[src/rtl/hier_poll_pkg.sv]
// Shared types and default sizing for the hierarchical leaf poll scheduler.
package hier_poll_pkg;

    typedef enum logic [1:0] {
        IDLE = 2'd0,
        REQ  = 2'd1,
        EMIT = 2'd2,
        DONE = 2'd3
    } state_t;

    localparam int DEF_LEVELS  = 5;
    localparam int DEF_DW      = 32;
    localparam int DEF_TIMEOUT = 15;
    localparam int DEF_ERRW    = 8;

endpackage

[src/rtl/hier_poll_sched_if.sv]
// Leaf report bus plus tagged result stream between scheduler, leaf tree and consumer.
interface hier_poll_sched_if #(
    parameter int LEVELS = 5,
    parameter int DW     = 32
);
    localparam int N = 2 ** LEVELS;

    logic [N-1:0]      sel;
    logic              req;
    logic              ack;
    logic [DW-1:0]     rdata;
    logic              out_valid;
    logic [LEVELS-1:0] out_idx;
    logic [DW-1:0]     out_data;
    logic              out_timeout;

    modport master (
        output sel, req, out_valid, out_idx, out_data, out_timeout,
        input  ack, rdata
    );

    modport slave (
        input  sel, req, out_valid, out_idx, out_data, out_timeout,
        output ack, rdata
    );

endinterface

[src/rtl/hier_poll_sched_poll_timer.sv]
// Per-leaf wait counter: cleared between leaves, expires on its TIMEOUT-th enabled cycle.
module poll_timer #(
    parameter int TIMEOUT = 15
) (
    input  logic clk,
    input  logic rst,
    input  logic clear,
    input  logic en,
    output logic expire
);
    localparam int TW = (TIMEOUT > 1) ? $clog2(TIMEOUT) : 1;

    logic [TW-1:0] count;

    always_ff @(posedge clk) begin
        if (rst || clear) begin
            count <= '0;
        end else if (en && !expire) begin
            count <= count + 1'b1;
        end
    end

    assign expire = (count == TW'(TIMEOUT - 1));

endmodule

[src/rtl/hier_poll_sched.sv]
// Polls every leaf of a 2**LEVELS tree in index order over one shared report bus.
module hier_poll_sched
    import hier_poll_pkg::*;
#(
    parameter int LEVELS  = DEF_LEVELS,
    parameter int DW      = DEF_DW,
    parameter int TIMEOUT = DEF_TIMEOUT,
    parameter int ERRW    = DEF_ERRW
) (
    input  logic            clk,
    input  logic            rst,
    input  logic            start,
    output logic            busy,
    output logic            done,
    output logic [ERRW-1:0] err_count,
    hier_poll_sched_if.master bus
);
    localparam int N = 2 ** LEVELS;

    state_t            state_q;
    state_t            state_d;
    logic [LEVELS-1:0] idx_q;
    logic              expire;
    logic              last_leaf;

    assign last_leaf = (idx_q == LEVELS'(N - 1));

    poll_timer #(.TIMEOUT(TIMEOUT)) u_timer (
        .clk    (clk),
        .rst    (rst),
        .clear  (state_q != REQ),
        .en     (state_q == REQ),
        .expire (expire)
    );

    always_ff @(posedge clk) begin
        if (rst) begin
            state_q <= IDLE;
        end else begin
            state_q <= state_d;
        end
    end

    always_comb begin
        state_d = state_q;
        unique case (state_q)
            IDLE: if (start) state_d = REQ;
            REQ:  if (bus.ack || expire) state_d = EMIT;
            EMIT: state_d = last_leaf ? DONE : REQ;
            DONE: state_d = IDLE;
            default: state_d = IDLE;
        endcase
    end

    // Leaf index, capture register and saturating timeout tally
    always_ff @(posedge clk) begin
        if (rst) begin
            idx_q           <= '0;
            bus.out_data    <= '0;
            bus.out_timeout <= 1'b0;
            err_count       <= '0;
        end else begin
            if (state_q == IDLE && start) begin
                idx_q <= '0;
            end else if (state_q == EMIT && !last_leaf) begin
                idx_q <= idx_q + 1'b1;
            end
            if (state_q == REQ) begin
                if (bus.ack) begin
                    bus.out_data    <= bus.rdata;
                    bus.out_timeout <= 1'b0;
                end else if (expire) begin
                    bus.out_data    <= '0;
                    bus.out_timeout <= 1'b1;
                    if (err_count != {ERRW{1'b1}}) begin
                        err_count <= err_count + 1'b1;
                    end
                end
            end
        end
    end

    always_comb begin
        busy          = (state_q != IDLE);
        done          = (state_q == DONE);
        bus.req       = (state_q == REQ);
        bus.sel       = bus.req ? (N'(1) << idx_q) : '0;
        bus.out_valid = (state_q == EMIT);
        bus.out_idx   = idx_q;
    end

endmodule

[src/flat_wrapper.sv]
// flat-port wrapper written by rule: the top's interface ports become plain ports
module hier_poll_sched_flat import hier_poll_pkg::*;
#(
    parameter int LEVELS  = DEF_LEVELS,
    parameter int DW      = DEF_DW,
    parameter int TIMEOUT = DEF_TIMEOUT,
    parameter int ERRW    = DEF_ERRW
)
  (clk, rst, start, busy, done, err_count, bus_sel, bus_req, bus_out_valid, bus_out_idx, bus_out_data, bus_out_timeout, bus_ack, bus_rdata);
  hier_poll_sched_if #(.LEVELS(LEVELS), .DW(DW)) bus_i ();
  input  logic clk;
  input  logic rst;
  input  logic start;
  output logic busy;
  output logic done;
  output logic [ERRW-1:0] err_count;
  output wire logic [$bits(bus_i.sel)-1:0] bus_sel;
  output wire logic [$bits(bus_i.req)-1:0] bus_req;
  output wire logic [$bits(bus_i.out_valid)-1:0] bus_out_valid;
  output wire logic [$bits(bus_i.out_idx)-1:0] bus_out_idx;
  output wire logic [$bits(bus_i.out_data)-1:0] bus_out_data;
  output wire logic [$bits(bus_i.out_timeout)-1:0] bus_out_timeout;
  input wire logic [$bits(bus_i.ack)-1:0] bus_ack;
  input wire logic [$bits(bus_i.rdata)-1:0] bus_rdata;
  assign bus_sel = bus_i.sel;
  assign bus_req = bus_i.req;
  assign bus_out_valid = bus_i.out_valid;
  assign bus_out_idx = bus_i.out_idx;
  assign bus_out_data = bus_i.out_data;
  assign bus_out_timeout = bus_i.out_timeout;
  assign bus_i.ack = bus_ack;
  assign bus_i.rdata = bus_rdata;
  hier_poll_sched #(.LEVELS(LEVELS), .DW(DW), .TIMEOUT(TIMEOUT), .ERRW(ERRW)) u_core (.clk(clk), .rst(rst), .start(start), .busy(busy), .done(done), .err_count(err_count), .bus(bus_i));
endmodule
[config.mk]
export PLATFORM = sky130hd
export DESIGN_NAME = hier_poll_sched_flat
export DESIGN_NICKNAME = d
export VERILOG_FILES = /design/src/rtl/hier_poll_pkg.sv /design/src/rtl/hier_poll_sched_if.sv /design/src/rtl/hier_poll_sched_poll_timer.sv /design/src/rtl/hier_poll_sched.sv /design/src/flat_wrapper.sv
export SDC_FILE = /design/constraint.sdc
export NUM_CORES = 1
export LEC_CHECK = 0
export CORE_MARGIN = 2
export CORE_UTILIZATION = 42
export CTS_BUF_LIST = sky130_fd_sc_hd__clkbuf_16
export DETAILED_ROUTE_END_ITERATION = 10
export PLACE_DENSITY = 0.93
export RECOVER_POWER = 100
export SETUP_SLACK_MARGIN = 0.05
export SYNTH_ARGS = -nofsm -noshare
export SYNTH_HDL_FRONTEND = slang
export SYNTH_SLANG_ARGS = --single-unit
export TNS_END_PERCENT = 100
[constraint.sdc]
create_clock -name clk -period 3.02 [get_ports clk]
set_input_delay 0.604 -clock clk [delete_from_list [all_inputs] [get_ports clk]]
set_output_delay 0.604 -clock clk [all_outputs]
set_load 0.005 [all_outputs]
# Yosys cells after proc, flatten, opt, wreduce, memory -nomap -nowiden
# Index checks and enable logic that the tools add are counted.
# classes
add_sub_neg,3
n_mul,0
div,0
magnitude_cmp,0
eq_ne,9
n_shift,1
mux,9
bitwise,1
reduce_logical,14
# op_table
operator,n
$mux W32,3
$shl A1 B5 Y32 const A,1
$add A8 B1 Y8 const B,1
$ne A8 B8 Y1 const B,1
$pmux W2 S4,1
$mux W2,3
$add A5 B1 Y5 const B,1
$eq A5 B5 Y1 const B,1
$add A4 B1 Y4 const B,1
$eq A2 B2 Y1 const B,2
$eq A4 B4 Y1 const B,1
$ne A2 B1 Y1 const B,2
$reduce_and A2 Y1,2
$reduce_and A4 Y1,1
$reduce_bool A2 Y1,2
$logic_and A1 B1 Y1,3
$eq A2 B1 Y1 const B,1
$logic_not A1 Y1,2
$logic_not A2 Y1,1
$logic_or A1 B1 Y1,2
$mux W1,2
$ne A2 B2 Y1 const B,1
$reduce_or A2 Y1,1
$not A1 Y1,1
# totals
ff_bits,52
latch_bits,0
ramBits,0
romBits,0
in_bits,36
n_memories,0

# Longest topological paths before layout
# Gate-level depths: netlist of run 1.
# logic_depth
depth_word,4
depth_mapped,8
mapped_depth_nobuf,7

# Hierarchy
# Synthesis of run 1 repeated with hierarchy kept, for this count alone.
# hier_totals
cells_unflattened,266
hier_area_um2,2366.0
# by_module_without_submodules
mod,n_inst,cells_per_inst,area_each_um2,seq_area_each_um2
hier_poll_sched,1,242,2149.6,960.9
poll_timer,1,24,216.5,80.1

# Worst setup path before layout of run 1
# Ideal clock, no wire load.
# synth_timing
path_type,register to register
from,register u_core.u_timer.count[0]
to,register u_core.err_count[5]
setup_ns,0.121
arrival_ns,1.704
t_required_ns,2.899
path_slack_ns,1.195
stages_incl_launch_ff,8
n_path_buf,1
cell_sequence,dfxtp_1 inv_1 ha_1 nand3_1 or3_1 clkbuf_2 nor4_1 mux2_2
# synth_via
elab_chain_cells,2
# synth_lines
element,line,text
from (decl),hier_poll_sched_poll_timer.sv:13,logic [TW-1:0] count;
from (signal assigned),hier_poll_sched_poll_timer.sv:19,count <= count + 1'b1;
$eq A4 B4 Y1,hier_poll_sched_poll_timer.sv:23,assign expire = (count == TW'(TIMEOUT - 1));
$reduce_and A4 Y1 (no line),n/a,
to (signal assigned),hier_poll_sched.sv:76,err_count <= err_count + 1'b1;
to (decl),hier_poll_sched.sv:15,"output logic [ERRW-1:0] err_count,"
# No other way between the ends.
# A chain may end at the register's enable or synchronous reset.

# Worst setup path in the final report of run 1
# layout_timing
from,register u_core.state_q[1]
to,output port bus_sel[16]
# layout_via
elab_chain_cells,2
# layout_lines
element,line,text
from (decl),hier_poll_sched.sv:20,state_t state_q;
from (signal assigned),hier_poll_sched.sv:40,state_q <= state_d;
$eq A2 B1 Y1,hier_poll_sched.sv:86,bus.req = (state_q == REQ);
$mux W32,hier_poll_sched.sv:87,bus.sel = bus.req ? (N'(1) << idx_q) : '0;
to (decl),flat_wrapper.sv:17,output wire logic [$bits(bus_i.sel)-1:0] bus_sel;
# No other way between the ends.

==> results of run 1 <==
==> layer usage <==
metal / part of all wire, % / up-vias
li1: - / 1164
met1: 40 / 1078
met2: 50 / 97
met3: 9.2 / 12
met4: 1.4 / 0
met5: 0 / -
==> state kept, by name, summed over array words and instances, names as in the netlist <==
register                flops
u_core.bus.out_data        32
u_core.bus.out_idx          5
u_core.bus.out_timeout      1
u_core.err_count            8
u_core.state_q              2
u_core.u_timer.count        4
==> per-stage QoR <==
| stage | power (mW) | hold slack, ns | setup WS, ns | util, % | std cells |
|---|---|---|---|---|---|
| after floorplan | 0.796 | 0.475 | 1.19 | - | 272 |
| after global placement | 0.897 | 0.477 | 0.682 | 67.7 | 445 |
| after detailed placement | 0.903 | 0.486 | 0.653 | 67.7 | 445 |
| after CTS | 1.42 | 0.507 | 0.474 | 70.3 | 452 |
| after global routing | 1.45 | 0.521 | 0.165 | 70.1 | 452 |
| final | 1.39 | 0.492 | 0.270 | 70.1 | 452 |
==> power breakdown <==
part	internal, mW	total, mW	switching [mW]
logic	0.0922	0.161	0.0684
clock network	0.297	0.514	0.216
registers	0.705	0.717	0.0115
total	1.09	1.39	0.296
==> worst paths after layout <==
path	start	end	slack [ns]	cells after the start
max	u_core.state_q[1]	bus_sel[16]	0.27	5
max reg2reg	u_core.bus.out_idx[0]	u_core.bus.out_idx[3]	0.82	7
min	u_core.bus.out_data[30]	u_core.bus.out_data[30]	0.49	2
min reg2reg	u_core.bus.out_data[30]	u_core.bus.out_data[30]	0.49	2
==> worst reg2reg max path, stage by stage (launching register included) <==
cell and delay, ns:
sky130_fd_sc_hd__dfxtp_1 0.39, sky130_fd_sc_hd__ha_1 0.24, sky130_fd_sc_hd__and3_1 0.20, sky130_fd_sc_hd__ha_1 0.21, sky130_fd_sc_hd__nor3b_1 0.61, sky130_fd_sc_hd__nand4_1 0.21
sky130_fd_sc_hd__xor2_1 0.17, sky130_fd_sc_hd__nor2_1 0.06
==> area by class of cell <==
cell class              count  area share [%]
clock buffers               5            3.47
clock inverters             2           0.243
inverters                   6           0.625
multi-input cells         196            31.1
flip-flops and latches     52            28.9
well taps                  70            2.43
repair buffers            121            33.3
==> cell families (layout without fill, tap and decap cells) <==
family,count (synthesis),count (layout)
xor gates and xnor gates,4,4
AOI/OAI and AO/OA,55,55
DFF,52,52
and+or+nand+nor,126,126
buffers and inverters,24,134
muxes,2,2
adders and majority gates,9,9
==> cells in the final DEF, fill, tap and decap left out, types with 3 or more instances in the layout <==
cell                              instances
sky130_fd_sc_hd__nand2_1                  9
sky130_fd_sc_hd__buf_4                    3
sky130_fd_sc_hd__ha_1                     9
sky130_fd_sc_hd__and3_1                   3
sky130_fd_sc_hd__o31ai_1                  3
sky130_fd_sc_hd__or4_1                    4
sky130_fd_sc_hd__nor2_1                  80
sky130_fd_sc_hd__a22oi_1                 32
sky130_fd_sc_hd__o21ai_0                  5
sky130_fd_sc_hd__a21oi_1                 10
sky130_fd_sc_hd__clkbuf_16                5
sky130_fd_sc_hd__clkdlybuf4s50_1         40
sky130_fd_sc_hd__nand3_1                 10
sky130_fd_sc_hd__inv_1                    6
sky130_fd_sc_hd__dfxtp_1                 52
sky130_fd_sc_hd__nand2b_1                 4
sky130_fd_sc_hd__dlygate4sd3_1           77
==> impl_metrics.json, run 1 <==
{
  "cts_tree": "done",
  "antenna_violating_nets_post_route": 0,
  "synth_async_sr_flop_share_pct": 0,
  "gp_congestion": 0.803,
  "routed_length_per_placed_instance_um": 14.0,
  "die-height_um": 77.3,
  "finalSetupViolCount": 0,
  "number_of_distinct_standard_cells_referenced_by_the_synthesized_netlist": 39,
  "diodes": 0,
  "post_cts_setup_repair_bufs": 0,
  "final_net_count": 427,
  "top_usage_layer": "met2",
  "numPortBuffers": 117,
  "total_leakage_power_nw": 1.54,
  "synth_largest_area_cell": "sky130_fd_sc_hd__dfxtp_1",
  "clk_root_buffer_cell": "sky130_fd_sc_hd__clkbuf_16",
  "worstMarginPinSlew_ns": 0.731,
  "via_count_of_the_first_global_routing_pass": 2302,
  "period_share_pct": 91.1,
  "drt_iter0_drc": 121,
  "core_area_um2": 5140,
  "synth_area_um2": 2250,
  "critical_path_rt_ns": 2.42,
  "clkTransAtPathRegs_ns": 0.06,
  "crit_arrival_ns": 2.15,
  "power.ir.vdd_worst_mv": 0.348,
  "worst_setup_path_end_kind": "output pin",
  "resized_cells_post_cts": 0,
  "cts-hold-fix-buffers": 0,
  "cts.sinks": 52,
  "timing.critical_path.fanout_max": 10,
  "pin_count": 118,
  "syn_nets": 317,
  "cellPowerDensity_nw_per_um2": 386,
  "synth_most_common_cell": "sky130_fd_sc_hd__nor2_1",
  "ctsHtreeMaxLevel": 2,
  "antenna_found_initial": 0,
  "timing.slew.headroom_pct": 51.2,
  "synthMuxAreaShare_pct": 0.943,
  "number_of_buffers_created_by_cts": 5,
  "die_width_um": 77.3,
  "synth.top_cells.by_area": "sky130_fd_sc_hd__dfxtp_1 46%, sky130_fd_sc_hd__nor2_1 13%, sky130_fd_sc_hd__a22oi_1 11%",
  "gr_util_met2_pct": 38.5,
  "finalMaxSlewViolations": 0,
  "gr-usage-met3_pct": 7.88,
  "maximum_number_of_pins_on_one_net_before_global_route_repair": 34,
  "drive_gt1_share_pct": 4.97,
  "synth-edff-count": 0,
  "fp-row-count": 26,
  "post_synth_most_frequent_cells": "80 x sky130_fd_sc_hd__nor2_1, 52 x sky130_fd_sc_hd__dfxtp_1, 32 x sky130_fd_sc_hd__a22oi_1",
  "groute.usage.overall_pct": 21.0,
  "kind_of_path_behind_the_tightest_hold_check": "flip-flop to flip-flop",
  "global_route_wire_length_before_repair_mm": 10.3,
  "timing.max_cap.violations": 0,
  "area_occupied_by_multi_input_gates_um2": 1120,
  "num-fill-cells": 436,
  "critical_path.cell_chain": "nand2b_1 -> clkinv_1 -> nand3_1 -> nor2_1 -> dlygate4sd3_1",
  "ys_ff_latch": 52,
  "routed_wirelength_mm": 6.34,
  "run_status": "complete, no violations",
  "max_freq_mhz": 364,
  "report.final.hold_viol_count": 0,
  "ys.warnings.count": 0,
  "regArea_um2": 1040,
  "use_met1_pct": 22.4,
  "estimated_wirelength_of_the_detail_placed_design_mm": 4.73,
  "skew_ns": 0.00375,
  "buffer_levels_on_the_longest_clock_path": 2,
  "routed_via_density": 5.20,
  "post_synth.cell_area_avg_um2": 8.29,
  "finalInstanceArea_um2": 3600,
  "worst_path_largest_cell_delay_ns": 0.57,
  "fin_tns_setup_ns": 0,
  "min_cycle_time_layout_ns": 2.75,
  "post_synth_and_or_nand_nor_area_fraction_pct": 25.5,
  "critPathLaunchType": "flip-flop",
  "remaining_drc_errors": 0,
  "synth_ff_type": "sky130_fd_sc_hd__dfxtp_1",
  "areaGrowthSynthToFinish_pct": 59.8,
  "grt_setup_unrepaired": "false",
  "initial_core_util_pct": 43.9,
  "firstDrtPassIters": 4,
  "clkLatencyLatePin_ns": 0.28,
  "routed-via-count": 2351,
  "yosys.area_share.adder_pct": 4.99,
  "crit_path_top_delay_cell": "sky130_fd_sc_hd__dlygate4sd3_1",
  "synth_top_family_by_area": "simple AND/OR/NAND/NOR gates",
  "timing_worst_setup_path_type": "flip-flop to output pin",
  "post-synth-top-area-fraction_pct": 46.2,
  "cp.buffers_inverters": 2,
  "synthCells": 272,
  "post_synth_xor_area_fraction_pct": 1.55,
  "fp.dieArea_um2": 5970,
  "critical_path.top_delay_family": "buffers and inverters",
  "share_of_the_synthesized_area_in_compound_gates_ao_oa_aoi_oai_pct": 16.8,
  "seq_area_frac_synth_pct": 46.2,
  "grt_overflow": 0,
  "postPlaceCellArea_um2": 3480
}
Power figures use the tool's default switching activity.
==> run 2, diff against run 1 <==
- CORE_UTILIZATION: 42 -> 35
- PLACE_DENSITY: 0.93 -> 0.83
- clock period: 3.02 -> 2.2 ns (I/O delays scaled with it)
==> run 2 against run 1 <==
Compared with the run above: die area increased by 19%; power up 40%; sequential power increased by 37%; critical path type unchanged; largest power group unchanged.
==> impl_metrics.json, run 2 (synthesis results as in run 1) <==
{
  "run_status": "complete, no violations",
  "period_share_pct": 99.1,
  "post_cts_setup_repair_bufs": 0,
  "finalSetupViolCount": 0,
  "ctsHtreeMaxLevel": 2,
  "cts-hold-fix-buffers": 0,
  "drive_gt1_share_pct": 15.2,
  "gp_congestion": 0.870,
  "finalMaxSlewViolations": 0,
  "area_occupied_by_multi_input_gates_um2": 1240,
  "firstDrtPassIters": 5,
  "diodes": 0,
  "total_leakage_power_nw": 1.53,
  "core_area_um2": 6280,
  "total_power_mw": 1.94,
  "largest_register_by_flop_count": "u_core.bus.out_data",
  "power.ir.vdd_worst_mv": 0.368,
  "numPortBuffers": 117,
  "num-fill-cells": 531,
  "critical_path.top_delay_family": "buffers and inverters",
  "critPathLaunch": "u_core.bus.out_idx[0]",
  "report.final.hold_viol_count": 0,
  "initial_core_util_pct": 35.9,
  "cellPowerDensity_nw_per_um2": 512,
  "timing.max_cap.violations": 0,
  "antenna_violating_nets_post_route": 0,
  "maximum_number_of_pins_on_one_net_before_global_route_repair": 22,
  "hold_path_startpoint": "u_core.bus.out_data[12]",
  "remaining_drc_errors": 0,
  "timing.critical_path.fanout_max": 7,
  "skew_ns": 0.00527,
  "kind_of_path_behind_the_tightest_hold_check": "flip-flop to flip-flop",
  "regArea_um2": 1050,
  "pin_count": 118,
  "timing_worst_setup_path_type": "flip-flop to output pin",
  "timing.slew.headroom_pct": 57.8,
  "grt_setup_unrepaired": "true",
  "routed_length_per_placed_instance_um": 13.8,
  "instances_no_fill": 464,
  "grt_overflow": 0,
  "routed_wirelength_mm": 6.41,
  "worst_path_largest_cell_delay_ns": 0.51,
  "cts.sinks": 52,
  "critical_path.cell_chain": "inv_2 -> ha_2 -> nand3_2 -> nor2_2 -> clkdlybuf4s50_1",
  "global_route_wire_length_before_repair_mm": 10.6,
  "die-height_um": 84.3,
  "clk_root_buffer_cell": "sky130_fd_sc_hd__clkbuf_16",
  "drt_iter0_drc": 138,
  "critical_path_rt_ns": 1.76,
  "final_util_pct": 60.4,
  "worst_setup_path_end_kind": "output pin",
  "routed_via_density": 5.14,
  "fp-row-count": 29,
  "areaGrowthSynthToFinish_pct": 68.3,
  "clkTransAtPathRegs_ns": 0.06,
  "cp.buffers_inverters": 2,
  "die_width_um": 84.3,
  "critPathLaunchType": "flip-flop",
  "mostFrequentLayoutCells": "77 x sky130_fd_sc_hd__clkdlybuf4s50_1, 66 x sky130_fd_sc_hd__nor2_1, 46 x sky130_fd_sc_hd__dfxtp_1",
  "largest_reg_flops": 32,
  "buffer_levels_on_the_longest_clock_path": 2,
  "antenna_found_initial": 0,
  "final_net_count": 432,
  "number_of_placed_instances_with_taps_included": 457,
  "fp.dieArea_um2": 7100,
  "number_of_buffers_created_by_cts": 5,
  "max_freq_mhz": 459,
  "regToRegStartpoint": "u_core.u_timer.count[0]",
  "layout.cells.most_common": "sky130_fd_sc_hd__clkdlybuf4s50_1",
  "worstMarginPinSlew_ns": 0.633,
  "worst_hold_slack_ns": 0.490,
  "estimated_wirelength_of_the_detail_placed_design_mm": 4.65,
  "clkLatencyLatePin_ns": 0.28,
  "cts_tree": "done",
  "crit_path_top_delay_cell": "sky130_fd_sc_hd__clkdlybuf4s50_1",
  "finalInstanceArea_um2": 3790,
  "via_count_of_the_first_global_routing_pass": 2295,
  "postPlaceCellArea_um2": 3520,
  "groute.usage.overall_pct": 17.9,
  "crit_arrival_ns": 1.74,
  "min_cycle_time_layout_ns": 2.18,
  "routed-via-count": 2386
}
==> run 2: cell types whose count changed in the layout (fill, tap and decap cells not counted), moves of 5 or more <==
cell	previous run	this run
sky130_fd_sc_hd__dfxtp_1	52	46
sky130_fd_sc_hd__buf_4	3	8
sky130_fd_sc_hd__nor2_2	0	13
sky130_fd_sc_hd__clkdlybuf4s50_1	40	77
sky130_fd_sc_hd__dlymetal6s2s_1	0	5
sky130_fd_sc_hd__nor2_1	80	66
sky130_fd_sc_hd__dlygate4sd3_1	77	35
==> run 2: layer usage <==
layer  track usage, %  wire [um]
met1             21.9       2640
met2             29.4       3080
met4             6.30        104
met5                0          0
met3             6.00        588
==> run 2: final cells by class <==
cell class                      count  share of cell area [%]
Clock buffer                        5                    3.30
Inverter                            6                   0.627
Multi-Input combinational cell    196                    32.7
Clock inverter                      2                   0.231
Tap cell                           77                    2.54
Sequential cell                    52                    27.8
Timing Repair Buffer              126                    32.9
==> run 2: worst paths after layout <==
| kind | end | slack, ns | cells past startpoint |
|---|---|---|---|
| setup / recovery | bus_sel[26] | 0.02 | 5 |
| setup reg to reg | u_core.err_count[5] | 0.20 | 6 |
| hold / removal | u_core.bus.out_data[12] | 0.49 | 2 |
| hold reg to reg | u_core.bus.out_data[12] | 0.49 | 2 |
==> run 2: per-stage QoR <==
| stage | worst slack (ns) | TNS (ns) |
|---|---|---|
| detailed placement | 0.0517 | 0 |
| CTS | 0.0506 | 0 |
| global placement | 0.105 | 0 |
| global route | -0.0310 | -0.223 |
| floorplan | 0.375 | 0 |
| finish | 0.0207 | 0 |
==> run 2: power by group <==
group	internal, mW	switching (mW)
Combinational	0.138	0.0972
Clock	0.409	0.314
Sequential	0.967	0.0166
Total	1.51	0.428
==> run 2: what timing repair did <==
| item | CTS | global route |
|---|---|---|
| resized for setup | 15 | 32 |
| setup endpoints to repair | 32 | 32 |
| pin swaps | 2 | 5 |
==> run 2: tightest hold or removal path, cell delays in order (launching register included) <==
cell and delay [ns]:
sky130_fd_sc_hd__dfxtp_1 0.32, sky130_fd_sc_hd__a22oi_1 0.06, sky130_fd_sc_hd__nor2_1 0.08
==> run 3, diff against run 2 <==
- CAP_MARGIN: not set -> 15
- CTS_CLUSTER_SIZE: not set -> 8
==> results of run 3 <==
No change in the layout: final DEF, timing and power equal those of run 2.
